$ cat src/rtl/alu_pkg.sv
// ALU function codes plus MIPS OpCode/Funct constants
// shared by the decoder and the datapath.
package alu_pkg;

  localparam logic [5:0] ALU_ADD   = 6'b000000;
  localparam logic [5:0] ALU_SUB   = 6'b000001;
  localparam logic [5:0] ALU_AND   = 6'b011000;
  localparam logic [5:0] ALU_OR    = 6'b011110;
  localparam logic [5:0] ALU_XOR   = 6'b010110;
  localparam logic [5:0] ALU_NOR   = 6'b010001;
  localparam logic [5:0] ALU_PASSA = 6'b011010;
  localparam logic [5:0] ALU_SLL   = 6'b100000;
  localparam logic [5:0] ALU_SRL   = 6'b100001;
  localparam logic [5:0] ALU_SRA   = 6'b100011;
  localparam logic [5:0] ALU_EQ    = 6'b110010;
  localparam logic [5:0] ALU_NEQ   = 6'b110000;
  localparam logic [5:0] ALU_LT    = 6'b110100;
  localparam logic [5:0] ALU_LEZ   = 6'b111100;
  localparam logic [5:0] ALU_LTZ   = 6'b111010;
  localparam logic [5:0] ALU_GTZ   = 6'b111110;

  localparam logic [5:0] OP_RTYPE = 6'h00;
  localparam logic [5:0] OP_BLTZ  = 6'h01;
  localparam logic [5:0] OP_BEQ   = 6'h04;
  localparam logic [5:0] OP_BNE   = 6'h05;
  localparam logic [5:0] OP_BLEZ  = 6'h06;
  localparam logic [5:0] OP_BGTZ  = 6'h07;
  localparam logic [5:0] OP_ADDI  = 6'h08;
  localparam logic [5:0] OP_ADDIU = 6'h09;
  localparam logic [5:0] OP_SLTI  = 6'h0a;
  localparam logic [5:0] OP_SLTIU = 6'h0b;
  localparam logic [5:0] OP_ANDI  = 6'h0c;
  localparam logic [5:0] OP_LUI   = 6'h0f;
  localparam logic [5:0] OP_LW    = 6'h23;
  localparam logic [5:0] OP_SW    = 6'h2b;

  localparam logic [5:0] FN_SLL  = 6'h00;
  localparam logic [5:0] FN_SRL  = 6'h02;
  localparam logic [5:0] FN_SRA  = 6'h03;
  localparam logic [5:0] FN_ADD  = 6'h20;
  localparam logic [5:0] FN_ADDU = 6'h21;
  localparam logic [5:0] FN_SUB  = 6'h22;
  localparam logic [5:0] FN_SUBU = 6'h23;
  localparam logic [5:0] FN_AND  = 6'h24;
  localparam logic [5:0] FN_OR   = 6'h25;
  localparam logic [5:0] FN_XOR  = 6'h26;
  localparam logic [5:0] FN_NOR  = 6'h27;
  localparam logic [5:0] FN_SLT  = 6'h2a;
  localparam logic [5:0] FN_SLTU = 6'h2b;

endpackage

$ cat src/rtl/alu_ctrl_unit_core.sv
// Combinational ALU: (ALUFun, Sign, A, B) -> result.
// Ports: alu_fun, sign, a, b in; result out.
module alu_core
  import alu_pkg::*;
(
  input  logic [5:0]  alu_fun,
  input  logic        sign,
  input  logic [31:0] a,
  input  logic [31:0] b,
  output logic [31:0] result
);

  logic [31:0] sum;
  logic [32:0] diff;
  logic        a_zero;
  logic        lt;
  logic        cmp;
  logic [4:0]  sh;
  logic [31:0] arith_r;
  logic [31:0] logic_r;
  logic [31:0] shift_r;

  assign sum    = a + b;
  assign diff   = {1'b0, a} - {1'b0, b};
  assign a_zero = (a == 32'd0);
  assign sh     = a[4:0];

  // diff[32] is the borrow out of A-B
  assign lt = sign ? ((a[31] != b[31]) ? a[31] : diff[31])
                   : diff[32];

  always_comb begin
    arith_r = 32'd0;
    case (alu_fun[3:0])
      4'b0000: arith_r = sum;
      4'b0001: arith_r = diff[31:0];
      default: arith_r = 32'd0;
    endcase
  end

  always_comb begin
    logic_r = 32'd0;
    case (alu_fun[3:0])
      4'b1000: logic_r = a & b;
      4'b1110: logic_r = a | b;
      4'b0110: logic_r = a ^ b;
      4'b0001: logic_r = ~(a | b);
      4'b1010: logic_r = a;
      default: logic_r = 32'd0;
    endcase
  end

  always_comb begin
    shift_r = 32'd0;
    case (alu_fun[1:0])
      2'b00:   shift_r = b << sh;
      2'b01:   shift_r = b >> sh;
      2'b11:   shift_r = $unsigned($signed(b) >>> sh);
      default: shift_r = 32'd0;
    endcase
  end

  always_comb begin
    cmp = 1'b0;
    case (alu_fun[3:1])
      3'b001:  cmp = (a == b);
      3'b000:  cmp = (a != b);
      3'b010:  cmp = lt;
      3'b110:  cmp = a[31] | a_zero;
      3'b101:  cmp = a[31];
      3'b111:  cmp = ~a[31] & ~a_zero;
      default: cmp = 1'b0;
    endcase
  end

  always_comb begin
    result = 32'd0;
    case (alu_fun[5:4])
      2'b00:   result = arith_r;
      2'b01:   result = logic_r;
      2'b10:   result = shift_r;
      default: result = {31'd0, cmp};
    endcase
  end

endmodule

$ cat src/rtl/alu_ctrl_unit.sv
// EX-stage ALU: decodes OpCode/Funct to ALUFun/Sign, registers result Z.
// Ports: clk, reset (async low), OpCode, Funct, A, B in; ALUFun, Sign, Z out.
module alu_ctrl_unit
  import alu_pkg::*;
(
  input  logic        clk,
  input  logic        reset,
  input  logic [5:0]  OpCode,
  input  logic [5:0]  Funct,
  input  logic [31:0] A,
  input  logic [31:0] B,
  output logic [5:0]  ALUFun,
  output logic        Sign,
  output logic [31:0] Z
);

  logic [31:0] result;

  always_comb begin
    ALUFun = ALU_ADD;
    Sign   = 1'b1;
    if (OpCode == OP_RTYPE) begin
      case (Funct)
        FN_ADD:  ALUFun = ALU_ADD;
        FN_ADDU: begin ALUFun = ALU_ADD; Sign = 1'b0; end
        FN_SUB:  ALUFun = ALU_SUB;
        FN_SUBU: begin ALUFun = ALU_SUB; Sign = 1'b0; end
        FN_AND:  ALUFun = ALU_AND;
        FN_OR:   ALUFun = ALU_OR;
        FN_XOR:  ALUFun = ALU_XOR;
        FN_NOR:  ALUFun = ALU_NOR;
        FN_SLT:  ALUFun = ALU_LT;
        FN_SLTU: begin ALUFun = ALU_LT; Sign = 1'b0; end
        FN_SLL:  ALUFun = ALU_SLL;
        FN_SRL:  ALUFun = ALU_SRL;
        FN_SRA:  ALUFun = ALU_SRA;
        default: ALUFun = ALU_ADD;
      endcase
    end else begin
      // lw/sw/lui fall through to the ADD default
      case (OpCode)
        OP_ADDIU: begin ALUFun = ALU_ADD; Sign = 1'b0; end
        OP_ANDI:  ALUFun = ALU_AND;
        OP_SLTI:  ALUFun = ALU_LT;
        OP_SLTIU: begin ALUFun = ALU_LT; Sign = 1'b0; end
        OP_BEQ:   ALUFun = ALU_EQ;
        OP_BNE:   ALUFun = ALU_NEQ;
        OP_BLEZ:  ALUFun = ALU_LEZ;
        OP_BGTZ:  ALUFun = ALU_GTZ;
        OP_BLTZ:  ALUFun = ALU_LTZ;
        default:  ALUFun = ALU_ADD;
      endcase
    end
  end

  alu_core u_core (
    .alu_fun (ALUFun),
    .sign    (Sign),
    .a       (A),
    .b       (B),
    .result  (result)
  );

  always_ff @(posedge clk or negedge reset) begin
    if (!reset) Z <= 32'd0;
    else        Z <= result;
  end

endmodule

$ cat config.mk
export PLATFORM = sky130hd
export DESIGN_NAME = alu_ctrl_unit
export DESIGN_NICKNAME = d
export VERILOG_FILES = /design/src/rtl/alu_pkg.sv /design/src/rtl/alu_ctrl_unit_core.sv /design/src/rtl/alu_ctrl_unit.sv
export SDC_FILE = /design/constraint.sdc
export NUM_CORES = 1
export LEC_CHECK = 0
export BUFFER_PORTS_ARGS = -buffer_cell sky130_fd_sc_hd__buf_2
export CAP_MARGIN = 20
export CELL_PAD_IN_SITES_DETAIL_PLACEMENT = 2
export CELL_PAD_IN_SITES_GLOBAL_PLACEMENT = 2
export CORE_MARGIN = 1.5
export CORE_UTILIZATION = 38
export DETAILED_ROUTE_END_ITERATION = 10
export PLACE_DENSITY_LB_ADDON = 0.1
export SYNTH_ARGS = -nofsm -noshare
export SYNTH_HDL_FRONTEND = slang
export SYNTH_HIERARCHICAL = 1
export SYNTH_SLANG_ARGS = --single-unit
$ cat constraint.sdc
create_clock -name clk -period 6.03 [get_ports clk]
set_clock_uncertainty 0.2 [all_clocks]
set_input_delay 0.9045 -clock clk [delete_from_list [all_inputs] [get_ports clk]]
set_output_delay 0.9045 -clock clk [all_outputs]
set_load 0.03 [all_outputs]
Yosys cells after proc, flatten, opt, wreduce, memory -nomap -nowiden --
Cells that the tools add are included.
Cells by class: shift operators 3, multiplexer cells 13, reductions and logical operators 12, add/subtract/negate cells 2, equal/unequal tests 37, bitwise operators 8
Operators with widths (number):
- one-hot mux 32 bit (3 select lines) | 2
- one-hot mux 32 bit (5 select lines) | 1
- one-hot mux 32 bit (2 select lines) | 1
- equality test 6 bit (second input constant) | 9
- one-hot mux 6 bit (9 select lines) | 1
- one-hot mux 6 bit (7 select lines) | 1
- subtractor 32 x 32 -> 33 bit | 1
- adder 32 bit | 1
- bitwise AND 32 bit | 1
- equality test 32 bit | 1
- logical NOT 32 bit | 1
- != test 32 bit | 1
- inverter 32 bit | 1
- OR 32 bit | 1
- left shift 32 x 5 -> 32 bit | 1
- >> shifter 32 x 5 -> 32 bit | 1
- >>> shifter 32 x 5 -> 32 bit | 1
- bitwise XOR 32 bit | 1
- equality test 6 x 3 -> 1 bit (second input constant) | 4
- equality test 6 x 4 -> 1 bit (second input constant) | 4
- equality test 4 bit (second input constant) | 3
- equality test 6 x 2 -> 1 bit (second input constant) | 2
- logical NOT 6 bit | 2
- equality test 3 bit (second input constant) | 3
- other kinds (19) | 30
Word-level totals: register bits after elaboration 32, logic and storage cells 76, input bits 78

Depth between registers and ports, before layout --
depth after elaboration 7, gate-level depth with buffers 19, mapped depth without buffers 16

Modules after synthesis --
Netlist, hierarchy kept.
By module, submodules not included:
- alu_core | sequential area each 0.0 um^2, instances 1, cells each 1425, area an instance 9624.2 um^2
- alu_ctrl_unit | sequential area each 800.8 um^2, instances 1, cells each 81, area an instance 1114.8 um^2

Worst setup path after synthesis --
No wires, ideal clock.
path type input-to-reg, start point in OpCode[1], end point reg Z[29], cell stages on the path 14, library setup time 129 ps, path buffers 2, arrival 4794 ps, path slack 908 ps, cells stage by stage buf_6 or4_4 or3_1 a211oi_1 or2_2 clkbuf_1 nor2_1 a222oi_1 o211ai_1 a221oi_1 nand3_1 a41o_1 or4b_1 nand3_1
On the way: elaborated cells between the ends (all ways) 28
RTL lines:
- start: declaration | line alu_ctrl_unit.sv:8 | input logic [5:0] OpCode,
- logical NOT 6 bit (*) | line alu_ctrl_unit.sv:22 | if (OpCode == OP_RTYPE) begin
- 2-to-1 mux 6 bit (*) | line alu_ctrl_unit.sv:22
- named net ALUFun[0] | line alu_ctrl_unit.sv:12 | output logic [5:0] ALUFun,
- equality test 4 bit, or another cell as far along | line alu_ctrl_unit_core.sv:43 | case (alu_fun[3:0])
- one-hot mux 32 bit (5 select lines), or another cell as far along | line alu_ctrl_unit_core.sv:43
- one-hot mux 32 bit (3 select lines) (*) | line alu_ctrl_unit_core.sv:78 | case (alu_fun[5:4])
- named net result[29] | line alu_ctrl_unit.sv:17 | logic [31:0] result;
- end signal: assignment | line alu_ctrl_unit.sv:66 | else Z <= result;
- end: declaration | line alu_ctrl_unit.sv:14 | output logic [31:0] Z
The timed path passes the listed nets; every way through them passes the cells marked *.

Final worst setup path --
start point in OpCode[3], end point reg Z[27]
On the way: longest elaborated chain between the ends 7, elaborated cells between the ends (all ways) 28
RTL lines:
- equality test 6 x 4 -> 1 bit | line alu_ctrl_unit.sv:41 | case (OpCode)
- OR reduction 2 bit (no source line)
- one-hot mux 6 bit (7 select lines) | line alu_ctrl_unit.sv:41
- 2-to-1 mux 6 bit (*) | line alu_ctrl_unit.sv:22
- equality test 4 bit, or another cell as far along | line alu_ctrl_unit_core.sv:43
- one-hot mux 32 bit (5 select lines), or another cell as far along | line alu_ctrl_unit_core.sv:43
- one-hot mux 32 bit (3 select lines) (*) | line alu_ctrl_unit_core.sv:78
- named net result[27] | line alu_ctrl_unit.sv:17
Marks and branches as above.

==> results.txt <==
----------------------------------------------------
[Power and ir drop]
  Overall power of the completed layout ... 1726 uW
  Largest voltage drop on the vdd net ... roughly 0.00011 V
  Pwr/cell area ... 146.3 nW/um^2
  Leakage power summed over all cells ... approximately 0.0050 uW

[Logic synthesis]
  Top cells by area, synth ... sky130_fd_sc_hd__ha_1 (13%), sky130_fd_sc_hd__a21oi_1 (8.2%), sky130_fd_sc_hd__dfrtp_1 (7.5%)
  Gate count after technology mapping ... ~1500
  Post-Synth Adder-Cell Area ... 13.14%
  Fraction of the mapped netlist area in simple logic gates ... slightly above 20%
  Post-Synthesis Mean Instance Area ... approximately 7.1 um^2
  Library cells used by synthesis ... 87
  Total of flip-flops plus latches after synthesis ... 32
  Number of enable flip-flop cells after synthesis ... 0
  Ys flop type ... sky130_fd_sc_hd__dfrtp_1
  Multiplexer fraction of the synthesized cell area ... 15.37%
  Sequential cell area fraction in the yosys report ... between 7 and 8%
  Mapped Nets ... 1695
  YS warnings ... 6
  FFs w/ async S/R, synth ... 100.0%
  Share of the synthesized netlist area taken by xor and xnor gates ... 0.7340%
  Synthesized area ... approximately 11000 um^2
  Fraction of post-synthesis cell area in the top cell type by area ... between 10% and 20%
  Cell with the most instances after synthesis ... sky130_fd_sc_hd__a21oi_1
  Synth top cells by count ... sky130_fd_sc_hd__a21oi_1 (177), sky130_fd_sc_hd__nor2_1 (165), sky130_fd_sc_hd__nand2_1 (122)
  Combinational family with the most area after synthesis ... compound AO/OA/AOI/OAI gates
  Synth Area in Compound Gates ... about a third
  Cell taking the most area after synthesis ... sky130_fd_sc_hd__ha_1

[Die]
  Core outline area ... roughly 28000 um^2
  Width of the die ... about 170 um
  Overall die area ... 29280 um^2
  Ports ... between 100 and 150
  Starting density of the core ... about two fifths
  Floorplan die height ... roughly 170 um
  Number of placement rows ... between 60 and 70

[Setup path]
  Worst path arrival time ... 5.07 ns
  Crit-path max FO ... 17
  Crit-path max cell delay ... roughly 0.68 ns
  Critical path buffers and inverters ... 2
  Crit path kind ... primary input to flip-flop
  Required time at the worst-slack endpoint ... around 6.0 ns
  CP max-delay cell ... sky130_fd_sc_hd__a21oi_1
  Family with the most delay on the worst path ... compound AO/OA/AOI/OAI gates
  Setup crit end kind ... flip-flop
  Cells traversed along the worst timing path ... buf_2, or4_4, nor3b_2, o21ai_1, a21oi_1, nand2b_1, a21boi_0, o21ai_0, and3b_1, buf_4, a32oi_1, o2111ai_1, a21oi_2, nor4_1, a311o_1
  Kind of launch point of the worst setup path ... primary input

[Drt]
  Remaining antenna violation count after routing ... 0
  DRT iter0 DRCs ... approximately 1600
  Total wire length ... 59.79 mm
  Post-route DRC violation count ... 0
  Via count ... ~13000
  Vias per cell ... 6.882
  First-pass DRT Iterations ... 7
  Routed length per placed instance ... slightly above 30 um

[Clocking]
  Number of sinks driven by the clock tree ... 32
  Cell at the root of the clock tree ... sky130_fd_sc_hd__clkbuf_16
  Clock-pin slew reported for the worst setup and hold paths after clock tree synthesis ... about 0.070 ns
  Total of cells resized after clock tree synthesis ... 0
  CTS H-tree lvls ... 2
  Buffer depth of the longest clock path ... 2
  TritonCTS buffer count ... 5
  Hold_buf cts ... 0
  Clock tree from TritonCTS ... built
  Count of buffers added by post-CTS timing repair for setup ... 0

[Timing]
  Setup repair after global routing missed its margin ... no
  Worst path setup slack after routing ... ~0.95 ns
  Endpoints failing setup ... 0
  Total Neg Setup Slack ... 0 ns
  Tightest Pin Transition ... about 1 ns
  Crit share post-route ... between 80% and 90%
  Final Max Tran Viols ... 0
  Minimum clock period after layout ... around 5 ns
  Hold Fails Final Rpt ... 0
  Slew headroom ... between 30% and 40%
  Max Clock Freq ... around 200 MHz

[Placement]
  Post-place setup slack ... between 0.7 and 0.8 ns
  Estimated wirelength of the detail-placed design ... approximately 46 mm
  GPL Wtd Cong ... 0.9924
  Post-Place Cells ... ~1900
  Number of input and output port buffers inserted ... 116

[Global routing]
  Total GRT Usage ... between 40% and 50%
  Overall overflow remaining after global route ... 0
  Number of global-route vias before repair ... approximately 13000
  Initial antenna violation count ... 6
  Wire length of the first global-routing pass ... 87.82 mm
  Largest net degree at the start of global routing ... 73

[Cells and area]
  Final Net Count ... 1749
  Cell Count, Final, Fillers Out ... a little under 2000
  Total inserted antenna cells ... 0
  Biggest registers after layout ... Z x32
  Number of flip-flops in the largest register ... 32
  Ratio of cells with drive above 1 in the final layout ... between 10% and 20%
  Top register by number of flip-flops ... Z
  Relative area change from synthesis to final layout ... 9.822%

[Run status]
  Result of the run ... finished clean

[Run]
  Number of maximum-capacitance violations ... 0

[Min path]
  Type of the most critical hold path ... primary input to asynchronous set/reset pin

----------------------------------------------------
==> path summary, 6_finish.rpt <==
| kind | start | endpoint | slack (ns) | cells after the start |
|---|---|---|---|---|
| max | OpCode[3] | Z[27] | 0.95 | 15 |
| min | reset | Z[1] | 0.53 | 1 |
| max in group asynchronous | reset | Z[10] | 4.46 | 1 |
| min in group clk | A[19] | Z[19] | 0.85 | 5 |
==> where the power goes <==
part	switching (uW)	leakage [uW]	internal, uW	total, uW
combinational	794	0.00452	380	1170
clock	134	0.0000667	151	285
sequential	10.1	0.000396	256	266
==> area by class of cell <==
type / count / area, um^2
Inverter: 100 / 375.4
Tap cell: 378 / 473.0
Fill cell: 3387 / 15990
Multi-Input combinational cell: 1255 / 9050
Clock inverter: 1 / 5.005
Sequential cell: 32 / 800.8
Clock buffer: 6 / 128.9
Timing Repair Buffer: 166 / 960.9
==> kinds of logic after synthesis <==
family | count (synthesis)
flops | 32
buf+inv | 219
mux | 114
xor+xnor | 9
simple gates | 463
fa+ha+maj | 111
compound gates | 558
==> cells in the final DEF (no fill, tap or decap), types with 9 or more instances in the layout <==
cell | synthesis | routed
sky130_fd_sc_hd__a21oi_1 | 177 | 177
sky130_fd_sc_hd__nor2_1 | 165 | 161
sky130_fd_sc_hd__nand2_1 | 122 | 122
sky130_fd_sc_hd__buf_2 | 17 | 114
sky130_fd_sc_hd__ha_1 | 108 | 108
sky130_fd_sc_hd__inv_1 | 97 | 96
sky130_fd_sc_hd__o21ai_0 | 94 | 94
sky130_fd_sc_hd__buf_4 | 4 | 52
sky130_fd_sc_hd__mux2i_1 | 49 | 49
sky130_fd_sc_hd__o211ai_1 | 36 | 36
sky130_fd_sc_hd__a211oi_1 | 36 | 35
sky130_fd_sc_hd__dfrtp_1 | 32 | 32
sky130_fd_sc_hd__nor3_1 | 32 | 32
sky130_fd_sc_hd__nand3_1 | 31 | 31
sky130_fd_sc_hd__mux2_2 | 29 | 29
sky130_fd_sc_hd__mux4_2 | 29 | 29
sky130_fd_sc_hd__o21bai_1 | 21 | 21
sky130_fd_sc_hd__a221oi_1 | 18 | 18
sky130_fd_sc_hd__nor2b_1 | 16 | 16
sky130_fd_sc_hd__a31oi_1 | 16 | 16
sky130_fd_sc_hd__a222oi_1 | 16 | 16
sky130_fd_sc_hd__nand2b_1 | 15 | 15
sky130_fd_sc_hd__nor4_1 | 15 | 15
sky130_fd_sc_hd__o31ai_1 | 14 | 14
sky130_fd_sc_hd__a22oi_1 | 13 | 13
sky130_fd_sc_hd__or3_1 | 12 | 12
sky130_fd_sc_hd__o221ai_1 | 11 | 11
sky130_fd_sc_hd__a221o_1 | 11 | 11
sky130_fd_sc_hd__o22ai_1 | 10 | 10
sky130_fd_sc_hd__a211o_1 | 9 | 9
==> stage by stage <==
stage / hold slack, ns / util [%] / cell area [um^2]
finish: 0.5305 / 42.45 / 11790
CTS: 0.5616 / 42.45 / 11790
global placement: 0.8899 / 41.97 / 11660
global route: 0.5960 / 42.45 / 11790
floorplan: 0.4089 / - / 10740
detailed placement: 0.9042 / 41.97 / 11660
==> per-layer routing <==
layer,routed length [um],vias to the layer above,part of all wire [%],GRT usage [%]
met5,77,-,0.13,0
met4,2300,12,3.8,16.44
met3,5239,135,8.8,8.258
met2,26640,654,45,63.64
met1,25530,6793,43,53.91
li1,-,5744,-,-
Note: power is estimated with default switching activity, not from simulation.
